File: config.mk
export PLATFORM = sky130hd
export DESIGN_NAME = conv_cal_ctrl
export DESIGN_NICKNAME = d
export VERILOG_FILES = /design/src/rtl/conv_ctrl_pkg.sv /design/src/rtl/conv_tag_pipe.sv /design/src/rtl/conv_cal_ctrl.sv
export SDC_FILE = /design/constraint.sdc
export NUM_CORES = 1
export LEC_CHECK = 0
export CAP_MARGIN = 20
export CORE_MARGIN = 5
export CORE_UTILIZATION = 55
export CTS_BUF_LIST = sky130_fd_sc_hd__clkbuf_4 sky130_fd_sc_hd__clkbuf_8
export CTS_CLUSTER_DIAMETER = 120
export DETAILED_ROUTE_END_ITERATION = 12
export GPL_ROUTABILITY_DRIVEN = 0
export MAX_ROUTING_LAYER = met4
export PLACE_DENSITY = 0.83
export SYNTH_ARGS = -nofsm -noshare
export SYNTH_HDL_FRONTEND = slang
export SYNTH_SLANG_ARGS = --single-unit
File: constraint.sdc
create_clock -name clk -period 4.8 [get_ports clk]
set_input_delay 0.96 -clock clk [delete_from_list [all_inputs] [get_ports clk]]
set_output_delay 0.96 -clock clk [all_outputs]
set_load 0.005 [all_outputs]
File: src/rtl/conv_ctrl_pkg.sv
// Shared types and constants for the conv MAC sequencer: FSM states, pipeline timing, output tag.
// Pure declarations: no latency and no flow control of its own.
package conv_ctrl_pkg;

    localparam int AW        = 12;
    localparam int DW        = 12;
    localparam int FEED_CYC  = 3;
    localparam int PIPE_LAT  = 6;
    localparam int TAG_DEPTH = 1 + PIPE_LAT;

    typedef enum logic [2:0] {
        ST_IDLE,
        ST_CHK,
        ST_WLD,
        ST_RUN,
        ST_DRAIN,
        ST_FIN
    } state_t;

    // Valid sits in the MSB so the tag pipe can detect occupancy without knowing the layout.
    typedef struct packed {
        logic          valid;
        logic [AW-1:0] oaddr;
    } tag_t;

    localparam int TAG_W = $bits(tag_t);

endpackage

File: src/rtl/conv_tag_pipe.sv
// Fixed-depth tag delay line with synchronous clear; the MSB of each entry is its valid bit.
// Latency DEPTH cycles from push to tail; never stalls, a push is accepted every cycle.
module conv_tag_pipe
    import conv_ctrl_pkg::*;
#(
    parameter int W     = TAG_W,
    parameter int DEPTH = TAG_DEPTH
) (
    input  logic         clk,
    input  logic         i_clr,
    input  logic         i_push_vld,
    input  logic [W-1:0] i_push_dat,
    output logic [W-1:0] o_tail_dat,
    output logic         o_any_vld
);

    logic [W-1:0] r_stage [DEPTH];

    always_ff @(posedge clk) begin
        if (i_clr) begin
            for (int i = 0; i < DEPTH; i++) begin
                r_stage[i] <= '0;
            end
        end else begin
            r_stage[0] <= i_push_vld ? i_push_dat : '0;
            for (int i = 1; i < DEPTH; i++) begin
                r_stage[i] <= r_stage[i-1];
            end
        end
    end

    always_comb begin
        o_any_vld = 1'b0;
        for (int i = 0; i < DEPTH; i++) begin
            o_any_vld = o_any_vld | r_stage[i][W-1];
        end
    end

    assign o_tail_dat = r_stage[DEPTH-1];

endmodule

File: src/rtl/conv_cal_ctrl.sv
// Job sequencer for the 3x3 conv MAC: weight load, input streaming, result write-back; no backpressure.
// Result n written T0+3n+1+PIPE_LAT; CONV_CTRL_RELU_EN clamps negative results to zero.
module conv_cal_ctrl
    import conv_ctrl_pkg::*;
(
    input  logic          clk,
    input  logic          rst,
    input  logic          start,
    input  logic [DW-1:0] cfg_width,
    input  logic [DW-1:0] cfg_height,
    input  logic          cfg_group,
    input  logic [AW-1:0] cfg_in_base,
    input  logic [AW-1:0] cfg_out_base,
    input  logic [AW-1:0] cfg_w_addr,
    output logic          busy,
    output logic          done,
    output logic          err,
    output logic          w_ren,
    output logic [AW-1:0] w_raddr,
    output logic          w_load,
    output logic          group,
    output logic          ib_ren,
    output logic [AW-1:0] ib_addr,
    input  logic [31:0]   ans_in,
    output logic          ob_wen,
    output logic [AW-1:0] ob_addr,
    output logic [31:0]   ob_wdata
);

    state_t        r_state;
    logic          r_wld_ph;
    logic [DW-1:0] r_width;
    logic [DW-1:0] r_height;
    logic [AW-1:0] r_in_base;
    logic [AW-1:0] r_out_base;
    logic [1:0]    r_k;
    logic [DW-1:0] r_r;
    logic [DW-1:0] r_c;
    logic [AW-1:0] r_pix_addr;
    logic [AW-1:0] r_oaddr;
    logic          r_pipe_idle;
    logic          r_busy;
    logic          r_done;
    logic          r_err;
    logic          r_w_ren;
    logic [AW-1:0] r_w_raddr;
    logic          r_w_load;
    logic          r_group;
    logic          r_ib_ren;
    logic [AW-1:0] r_ib_addr;

    logic          w_k_last;
    logic          w_c_last;
    logic          w_r_last;
    logic          w_push;
    logic [AW-1:0] w_stride;
    logic [AW-1:0] w_next_pix;
    logic          w_any_vld;
    tag_t          w_push_tag;
    tag_t          w_tail_tag;

    assign w_k_last   = (r_k == 2'(FEED_CYC - 1));
    assign w_c_last   = (r_c == r_width - DW'(3));
    assign w_r_last   = (r_r == r_height - DW'(3));
    assign w_push     = (r_state == ST_RUN) && (r_k == 2'd0);
    assign w_stride   = AW'(r_width);
    // Stepping from the last column of a row to column 0 of the next row moves 3 words forward.
    assign w_next_pix = r_pix_addr + (w_c_last ? AW'(3) : AW'(1));
    assign w_push_tag = '{valid: 1'b1, oaddr: r_oaddr};

    conv_tag_pipe #(
        .W     (TAG_W),
        .DEPTH (TAG_DEPTH)
    ) u_tag_pipe (
        .clk        (clk),
        .i_clr      (rst),
        .i_push_vld (w_push),
        .i_push_dat (w_push_tag),
        .o_tail_dat (w_tail_tag),
        .o_any_vld  (w_any_vld)
    );

    always_ff @(posedge clk) begin
        if (rst) begin
            r_state     <= ST_IDLE;
            r_wld_ph    <= 1'b0;
            r_width     <= '0;
            r_height    <= '0;
            r_in_base   <= '0;
            r_out_base  <= '0;
            r_k         <= '0;
            r_r         <= '0;
            r_c         <= '0;
            r_pix_addr  <= '0;
            r_oaddr     <= '0;
            r_pipe_idle <= 1'b1;
            r_busy      <= 1'b0;
            r_done      <= 1'b0;
            r_err       <= 1'b0;
            r_w_ren     <= 1'b0;
            r_w_raddr   <= '0;
            r_w_load    <= 1'b0;
            r_group     <= 1'b0;
            r_ib_ren    <= 1'b0;
            r_ib_addr   <= '0;
        end else begin
            r_done      <= 1'b0;
            r_err       <= 1'b0;
            // Registered so DRAIN waits one extra cycle after the last tag leaves.
            r_pipe_idle <= ~w_any_vld;
            case (r_state)
                ST_IDLE: begin
                    if (start) begin
                        r_width    <= cfg_width;
                        r_height   <= cfg_height;
                        r_group    <= cfg_group;
                        r_in_base  <= cfg_in_base;
                        r_out_base <= cfg_out_base;
                        r_w_raddr  <= cfg_w_addr;
                        r_busy     <= 1'b1;
                        r_state    <= ST_CHK;
                    end
                end
                ST_CHK: begin
                    if (r_width < DW'(3) || r_height < DW'(3)) begin
                        r_done  <= 1'b1;
                        r_err   <= 1'b1;
                        r_busy  <= 1'b0;
                        r_state <= ST_FIN;
                    end else begin
                        r_w_ren  <= 1'b1;
                        r_wld_ph <= 1'b0;
                        r_state  <= ST_WLD;
                    end
                end
                ST_WLD: begin
                    if (!r_wld_ph) begin
                        r_w_ren  <= 1'b0;
                        r_w_load <= 1'b1;
                        r_wld_ph <= 1'b1;
                    end else begin
                        r_w_load   <= 1'b0;
                        r_ib_ren   <= 1'b1;
                        r_ib_addr  <= r_in_base;
                        r_pix_addr <= r_in_base;
                        r_oaddr    <= r_out_base;
                        r_k        <= '0;
                        r_r        <= '0;
                        r_c        <= '0;
                        r_state    <= ST_RUN;
                    end
                end
                ST_RUN: begin
                    if (w_push) begin
                        r_oaddr <= r_oaddr + AW'(1);
                    end
                    if (!w_k_last) begin
                        r_k       <= r_k + 2'd1;
                        r_ib_addr <= r_ib_addr + w_stride;
                    end else if (w_r_last && w_c_last) begin
                        r_ib_ren <= 1'b0;
                        r_state  <= ST_DRAIN;
                    end else begin
                        r_k        <= '0;
                        r_ib_addr  <= w_next_pix;
                        r_pix_addr <= w_next_pix;
                        if (w_c_last) begin
                            r_c <= '0;
                            r_r <= r_r + DW'(1);
                        end else begin
                            r_c <= r_c + DW'(1);
                        end
                    end
                end
                ST_DRAIN: begin
                    if (r_pipe_idle) begin
                        r_done  <= 1'b1;
                        r_busy  <= 1'b0;
                        r_state <= ST_FIN;
                    end
                end
                ST_FIN: begin
                    r_state <= ST_IDLE;
                end
                default: begin
                    r_state <= ST_IDLE;
                end
            endcase
        end
    end

    assign busy    = r_busy;
    assign done    = r_done;
    assign err     = r_err;
    assign w_ren   = r_w_ren;
    assign w_raddr = r_w_raddr;
    assign w_load  = r_w_load;
    assign group   = r_group;
    assign ib_ren  = r_ib_ren;
    assign ib_addr = r_ib_addr;
    assign ob_wen  = w_tail_tag.valid;
    assign ob_addr = w_tail_tag.oaddr;

`ifdef CONV_CTRL_RELU_EN
    assign ob_wdata = (w_tail_tag.valid && !ans_in[31]) ? ans_in : 32'd0;
`else
    assign ob_wdata = w_tail_tag.valid ? ans_in : 32'd0;
`endif

endmodule

Word-level counts from Yosys, hierarchy flattened
Memories as Yosys holds them, arrays and structs flattened.
Index checks and enable logic that the tools add are counted.
- register bits after elaboration: 134
- RAM bits: 91
- output and inout port bits: 76
- word-level logic and storage cells: 144
- memories kept: 1
- add/sub/neg operators: 8
- magnitude comparators: 2
- equality and inequality tests: 19
- muxes and demuxes: 59
- bitwise operators: 15
- reduce and logical (&&, ||, !) cells: 19
- memory list (name ; depth ; bits a word ; rd ports ; clocked after memory_dff ; wr ports ; RTL line ; source):
    u_tag_pipe.r_stage ; 7 ; 13 ; 7 ; 0 ; 7 ; conv_tag_pipe.sv:17 ; logic [W-1:0] r_stage [DEPTH];
- operator list (operator ; number):
    12-bit two-way mux ; 13
    12-bit case mux with 2 select lines ; 5
    13-bit two-way mux ; 8
    12-bit by 1-bit adder with 12-bit output (second input constant) ; 3
    32-bit two-way mux ; 1
    12-bit equality test ; 2
    12-bit by 2-bit less-than comparator with 1-bit output (second input constant) ; 2
    12-bit by 2-bit subtractor with 12-bit output (second input constant) ; 2
    3-bit two-way mux ; 6
    2-bit inequality test (second input constant) ; 9
    1-bit two-way mux ; 15
    3-bit case mux with 5 select lines ; 1
    1-bit bitwise OR ; 13
    12-bit adder ; 1
    12-bit by 2-bit adder with 12-bit output ; 1
    4-bit AND reduction ; 3
    5-bit AND reduction ; 2
    3-bit AND reduction ; 3
    2-bit two-way mux ; 4
    1-bit case mux with 2 select lines ; 4
    3-bit by 2-bit equality test with 1-bit output (second input constant) ; 2
    2-bit by 1-bit inequality test with 1-bit output (second input constant) ; 2
    2-bit case mux with 2 select lines ; 1
    2-bit AND reduction ; 2
    other kinds (14) ; 17

Depth between registers and ports, before layout
An unclocked memory read counts as a cell.
- depth after elaboration: 8
- depth in mapped cells: 17
- gate-level depth less buffers: 16

Hierarchy
Synthesis repeated with hierarchy kept, for this count alone.
- cell total of the unflattened synthesis: 1204
- area, all modules: 10088.4 µm²
- modules (own cells, without submodules) (module ; instances ; cells each ; area an instance (µm²)):
    conv_cal_ctrl ; 1 ; 1009 ; 7621.1
    conv_tag_pipe ; 1 ; 195 ; 2467.4

Least setup slack after synthesis
Ideal clock, no wire load.
- path type: register to register
- start point: register r_width[2]
- end point: register r_ib_addr[10], in the netlist ib_addr[10]
- data arrival time: 4.159 ns
- data required time: 4.742 ns
- setup slack: 0.583 ns
- stages on the path, launching flop included: 17
- buffers on the path: 3
- cells stage by stage: dfxtp_1 -> buf_6 -> or4_1 -> buf_2 -> o311a_1 -> o31a_1 -> or3_2 -> fa_1 -> and3b_1 -> and3_1 -> clkbuf_1 -> nand2_1 -> or3_1 -> nand3_1 -> o22ai_1 -> a31oi_1 -> a31o_2
- word-level cells in the longest chain between the ends: 7
- elaborated cells between the ends (all ways): 11
- those cells by class: 3 x add/sub; 2 x eq/ne; 4 x mux; 2 x reduce/logical
- ends and longest elaborated chain (element ; RTL line ; source):
    start, declared ; conv_cal_ctrl.sv:32 ; logic [DW-1:0] r_width;
    start signal, assigned ; conv_cal_ctrl.sv:114 ; r_width <= cfg_width;
    12-bit by 2-bit subtractor with 12-bit output ; conv_cal_ctrl.sv:63 ; assign w_c_last = (r_c == r_width - DW'(3));
    12-bit equality test ; conv_cal_ctrl.sv:63 ;
    2-bit two-way mux ; conv_cal_ctrl.sv:68 ; assign w_next_pix = r_pix_addr + (w_c_last ? AW'(3) : AW'(1));
    12-bit by 2-bit adder with 12-bit output ; conv_cal_ctrl.sv:68 ;
    12-bit two-way mux ; conv_cal_ctrl.sv:160 ; end else if (w_r_last && w_c_last) begin
    12-bit two-way mux ; conv_cal_ctrl.sv:157 ; if (!w_k_last) begin
    12-bit case mux with 2 select lines ; conv_cal_ctrl.sv:111 ; case (r_state)
    end signal, assigned ; conv_cal_ctrl.sv:144 ; r_ib_addr <= r_in_base;
    end signal, assigned ; conv_cal_ctrl.sv:159 ; r_ib_addr <= r_ib_addr + w_stride;
    end signal, assigned ; conv_cal_ctrl.sv:165 ; r_ib_addr <= w_next_pix;
    end, declared ; conv_cal_ctrl.sv:50 ; logic [AW-1:0] r_ib_addr;
Several ways; a longest one is shown, not always the timed one. The select of a mux whose other input is x is not followed.
A chain may end at the register's enable or synchronous reset.

Worst setup path in the final report
Ends and elaborated chain as after synthesis.

==> impl_summary.md <==
STA
The slew at the pin with the worst max-slew slack is 1.00 ns. The worst path in the final design needs a cycle of 4.41 ns, including I/O delays and setup. Setup violations remaining at the end of the flow were counted as 0. Setup repair after global routing left no endpoint under its margin. The final worst slack is 0.386 ns. Headroom to the max-slew limit came out at 33.0%. The final critical path takes up 92.0% of the cycle. The number of max-slew violations in the final report is 0. The final count of hold timing violations is 0. The worst hold margin is 0.426 ns. The worst-case clock skew is 0.0242 ns.

The highest attainable clock frequency is 227 MHz. The setup TNS is 0 ns.

Yosys
The synthesized net count is 1310. The mean post-synth cell area is 8.34 sq um. The compound-cell area share of the yosys netlist is 17.8%. The synthesized netlist devotes 4.71% of its cell area to XOR and XNOR gates. The simple-gate portion of the synthesized area is 26.1%. The largest family of logic cells by synthesized area is simple AND/OR/NAND/NOR gates. The post-synthesis cell count is 1195.

In the synthesized netlist the dominant register cell turns out to be dfxtp_1. The number of warnings issued by yosys is 0. The synthesized netlist devotes 2.53% of its cell area to adder and majority cells.

The mapped netlist covers 9970 sq um. Yosys mapped a number of flops with a built-in enable equal to 0. The portion of netlist area occupied by mux cells is 0.100%.

The number of distinct library cells after synthesis is 66. The register bit total from synthesis is 225. The proportion of register bits with asynchronous set or reset after synthesis is 0%. After synthesis, flip-flops and latches occupy 45.2% of the total area.

Floorplan
172 I/O pins were placed. The number of placement rows is 49. The die covers 20900 sq um. The die outline height is 145 um.

The initial core utilization is 55.7%. The placeable core area is 17900 sq um. The die is 145 um wide.

Final layout
The antenna diode instance count is 0. The register cell area after layout is 4500 sq um. After the flow finishes, the layout carries non-filler instances totaling 1593.

The post-layout net count is 1454. From synthesis to final layout, the design area changed by 25.7%. The multi-input combinational cells in the finished layout cover a total of 5130 sq um.

Fill cells in the final layout number 1426. The fraction of final layout cells sized beyond drive strength 1 is 6.60%.

GRT
The initial antenna violation count is 0. The maximum number of pins on one net before global-route repair is 89. The via count of the first global-routing pass is 8078. In the global route stage, overall resource usage came out at 23.5%. Summed over all layers, the global routing overflow is 0. The first-pass GRT wire length is 39400 um.

Critical path
The kind of critical path is reg2reg. In this run the register-to-register setup slack is 0.39 ns. The sort of element at the end of the critical path is a flop. The startpoint identified for the worst register-to-register timing path is r_width[2]. The arrival time at the worst endpoint is 4.84 ns. The worst setup path is launched from a flop. Data on the critical path is required at its endpoint by 5.23 ns. The worst register-to-register path ends at ib_addr[10].

The first element of the critical path is r_width[2]. For the worst flop-to-flop path, the logic depth is 13. Following the worst setup path forward leads to its endpoint at ib_addr[10]. The largest fanout on the critical path is 10.

Clocking
For this design, the sink count on the clock tree is 225. The number of instances resized during post-cts repair is 0. The number of buffers on the longest clock path is 3. The total setup buffers inserted after CTS is 0.

The clock insertion delay at the later pin of the skew report is 0.54 ns. Clock-pin slew was measured on the worst setup and hold paths at 0.06 ns. The tree is rooted in a clkbuf_8. The CTS H-tree depth is 2. Hold repair after CTS inserted 0 buffers. The number of CTS-inserted buffers is 37. TritonCTS built the clock tree.

Worst hold path
The worst hold path begins at u_tag_pipe.r_stage[0][9]. The path type of the worst min-delay path is reg2reg.

Placed design
Detailed placement finished with a half-perimeter wire length of 16800 um. Before CTS, the worst setup slack after placement is 0.413 ns. The number of port buffers is 171. The number of placed instances, taps included, is 1529.

Power and ir drop
For this design the total switching power over the nets is 1.71 mW. The leakage dissipation is 4.58 nW. IR analysis of the VDD net gives a maximum drop of 216 uV.

Net switching is 32.2% of the power. The clock network burns 33.1% of the power. The power density over the cells is 424 nW/um^2. The internal power of the cells is 3.61 mW. The part of the power in registers is 42.2%. The combinational power share is 24.7%. The design draws 5.32 mW.

Routing
In this run the remaining antenna-violating nets after routing total 0. Wires add up to 24300 um. The via count is 8836. The wire length per cell after detailed routing is 15.3 um.

In the routed layout, each cell is associated on average with a via count of 5.55. For this run, the detailed router's first-pass iteration total came to 5. The detailed router's first-iteration violation count is 827. The final routed DRC violation total is 0.

Outcome
The run finished with clean final reports.

Flow run
The number of max-cap violations is 0.
## worst max-delay path: stages (launching register included)
cell and delay [ns]:
dfxtp_1 0.40, or4_1 0.69, o311a_1 0.40, o31a_1 0.33, or3_2 0.49, fa_1 0.47
and3b_1 0.28, and3_1 0.26, nand2_1 0.14, o21ai_0 0.21, nand3_1 0.12, o22ai_1 0.17
a31oi_1 0.06, a31o_2 0.29
## cells by family (layout without fill, tap and decap cells)
| logic type | after synthesis | in the layout |
|---|---|---|
| AO/OA/AOI/OAI | 288 | 288 |
| XOR/XNOR | 52 | 52 |
| adder cells (fa/ha/maj) | 19 | 19 |
| buffers and inverters | 87 | 256 |
| flip-flops | 225 | 225 |
| multiplexers | 1 | 1 |
| AND/OR/NAND/NOR | 523 | 523 |
## area by class of cell
| cell class | instances | area share [%] |
|---|---|---|
| multi-input combinational | 883 | 40.9 |
| sequential | 225 | 35.9 |
| timing repair buffer | 179 | 14.1 |
| clock buffer | 56 | 5.65 |
| tap | 229 | 2.29 |
| clock inverter | 8 | 0.689 |
| inverter | 13 | 0.389 |
## per-stage QoR
stage	utilization, %	instance area (sq um)
3_3_place_gp	65.6	11700
2_1_floorplan	-	9970
5_1_grt	70.0	12500
3_5_place_dp	65.6	11700
6_report	70.0	12500
4_1_cts	70.0	12500
## layer usage
metal / vias to the layer above / share of wire [%] / global-route usage, %
li1: 4414 / - / -
met1: 4033 / 43 / 30.6
met2: 350 / 45 / 36.9
met3: 39 / 9.5 / 5.32
met4: 0 / 1.9 / 6.48
met5: - / 0 / -
## worst min-delay path by stage
stage / cells past startpoint / slack (ns) / to
after floorplan: 1 / 0.41 / r_pipe_idle
after global placement: 1 / 0.42 / u_tag_pipe.r_stage[4][3]
after detailed placement: 1 / 0.42 / u_tag_pipe.r_stage[1][7]
after CTS: 1 / 0.42 / u_tag_pipe.r_stage[2][7]
after global routing: 1 / 0.43 / u_tag_pipe.r_stage[1][9]
final: 1 / 0.43 / u_tag_pipe.r_stage[1][9]
## cell usage in the layout (no fill, tap or decap), drive strengths merged, types with 6 or more instances in the layout
| cell | netlist | layout |
|---|---|---|
| o211ai | 10 | 10 |
| a2111oi | 7 | 7 |
| a211oi | 11 | 11 |
| clkdlybuf4s50 | 0 | 170 |
| and3 | 14 | 14 |
| ha | 17 | 17 |
| clkbuf | 61 | 56 |
| and2 | 55 | 55 |
| nor2b | 84 | 84 |
| or3 | 25 | 25 |
| a21oi | 129 | 129 |
| nor2 | 53 | 53 |
| xnor2 | 33 | 33 |
| or4 | 6 | 6 |
| o31ai | 7 | 7 |
| nand2 | 210 | 210 |
| inv | 13 | 15 |
| nand4 | 10 | 10 |
| nand3 | 25 | 25 |
| a31oi | 11 | 11 |
| nor3 | 19 | 19 |
| dfxtp | 225 | 225 |
| xor2 | 18 | 18 |
| o22ai | 6 | 6 |
| a21boi | 7 | 7 |
| buf | 13 | 9 |
| o21ai | 57 | 57 |
## flip-flops by register name, indices dropped and copies added, names as in the netlist, 2 cells and up
| signal | count |
|---|---|
| ib_addr | 12 |
| r_c | 12 |
| r_height | 12 |
| r_in_base | 12 |
| r_k | 2 |
| r_oaddr | 12 |
| r_out_base | 12 |
| r_pix_addr | 12 |
| r_r | 12 |
| r_state | 3 |
| r_width | 12 |
| u_tag_pipe.r_stage | 91 |
| w_raddr | 12 |
## power groups by stage
stage                     Clock (mW)  Combinational, mW  Sequential (mW)
after floorplan                    0              0.941             2.20
after global placement             0               1.26             2.27
after detailed placement           0               1.30             2.28
after CTS                       1.79               1.31             2.24
after global routing            1.88               1.46             2.27
final                           1.76               1.31             2.25
## cells in the mapped netlist (5+ instances only)
master | n | share of area [%]
a2111oi_0 | 5 | 0.44
a211oi_1 | 11 | 0.83
a21boi_0 | 7 | 0.53
a21oi_1 | 129 | 6.5
a311oi_1 | 5 | 0.44
a31oi_1 | 9 | 0.56
and2_1 | 55 | 3.5
and3_1 | 14 | 0.88
buf_2 | 5 | 0.25
clkbuf_1 | 61 | 2.3
dfxtp_1 | 225 | 45
ha_1 | 17 | 2.1
inv_1 | 13 | 0.49
nand2_1 | 210 | 7.9
nand3_1 | 24 | 1.2
nand4_1 | 10 | 0.63
nor2_1 | 53 | 2.0
nor2b_1 | 84 | 5.3
nor3_1 | 19 | 0.95
nor4_1 | 5 | 0.31
o211ai_1 | 10 | 0.75
o21ai_0 | 56 | 2.8
o22ai_1 | 6 | 0.38
o31ai_1 | 7 | 0.53
or3_1 | 23 | 1.4
or4_1 | 6 | 0.45
xnor2_1 | 33 | 2.9
xor2_1 | 18 | 1.6
(Power assumes the default switching activity.)
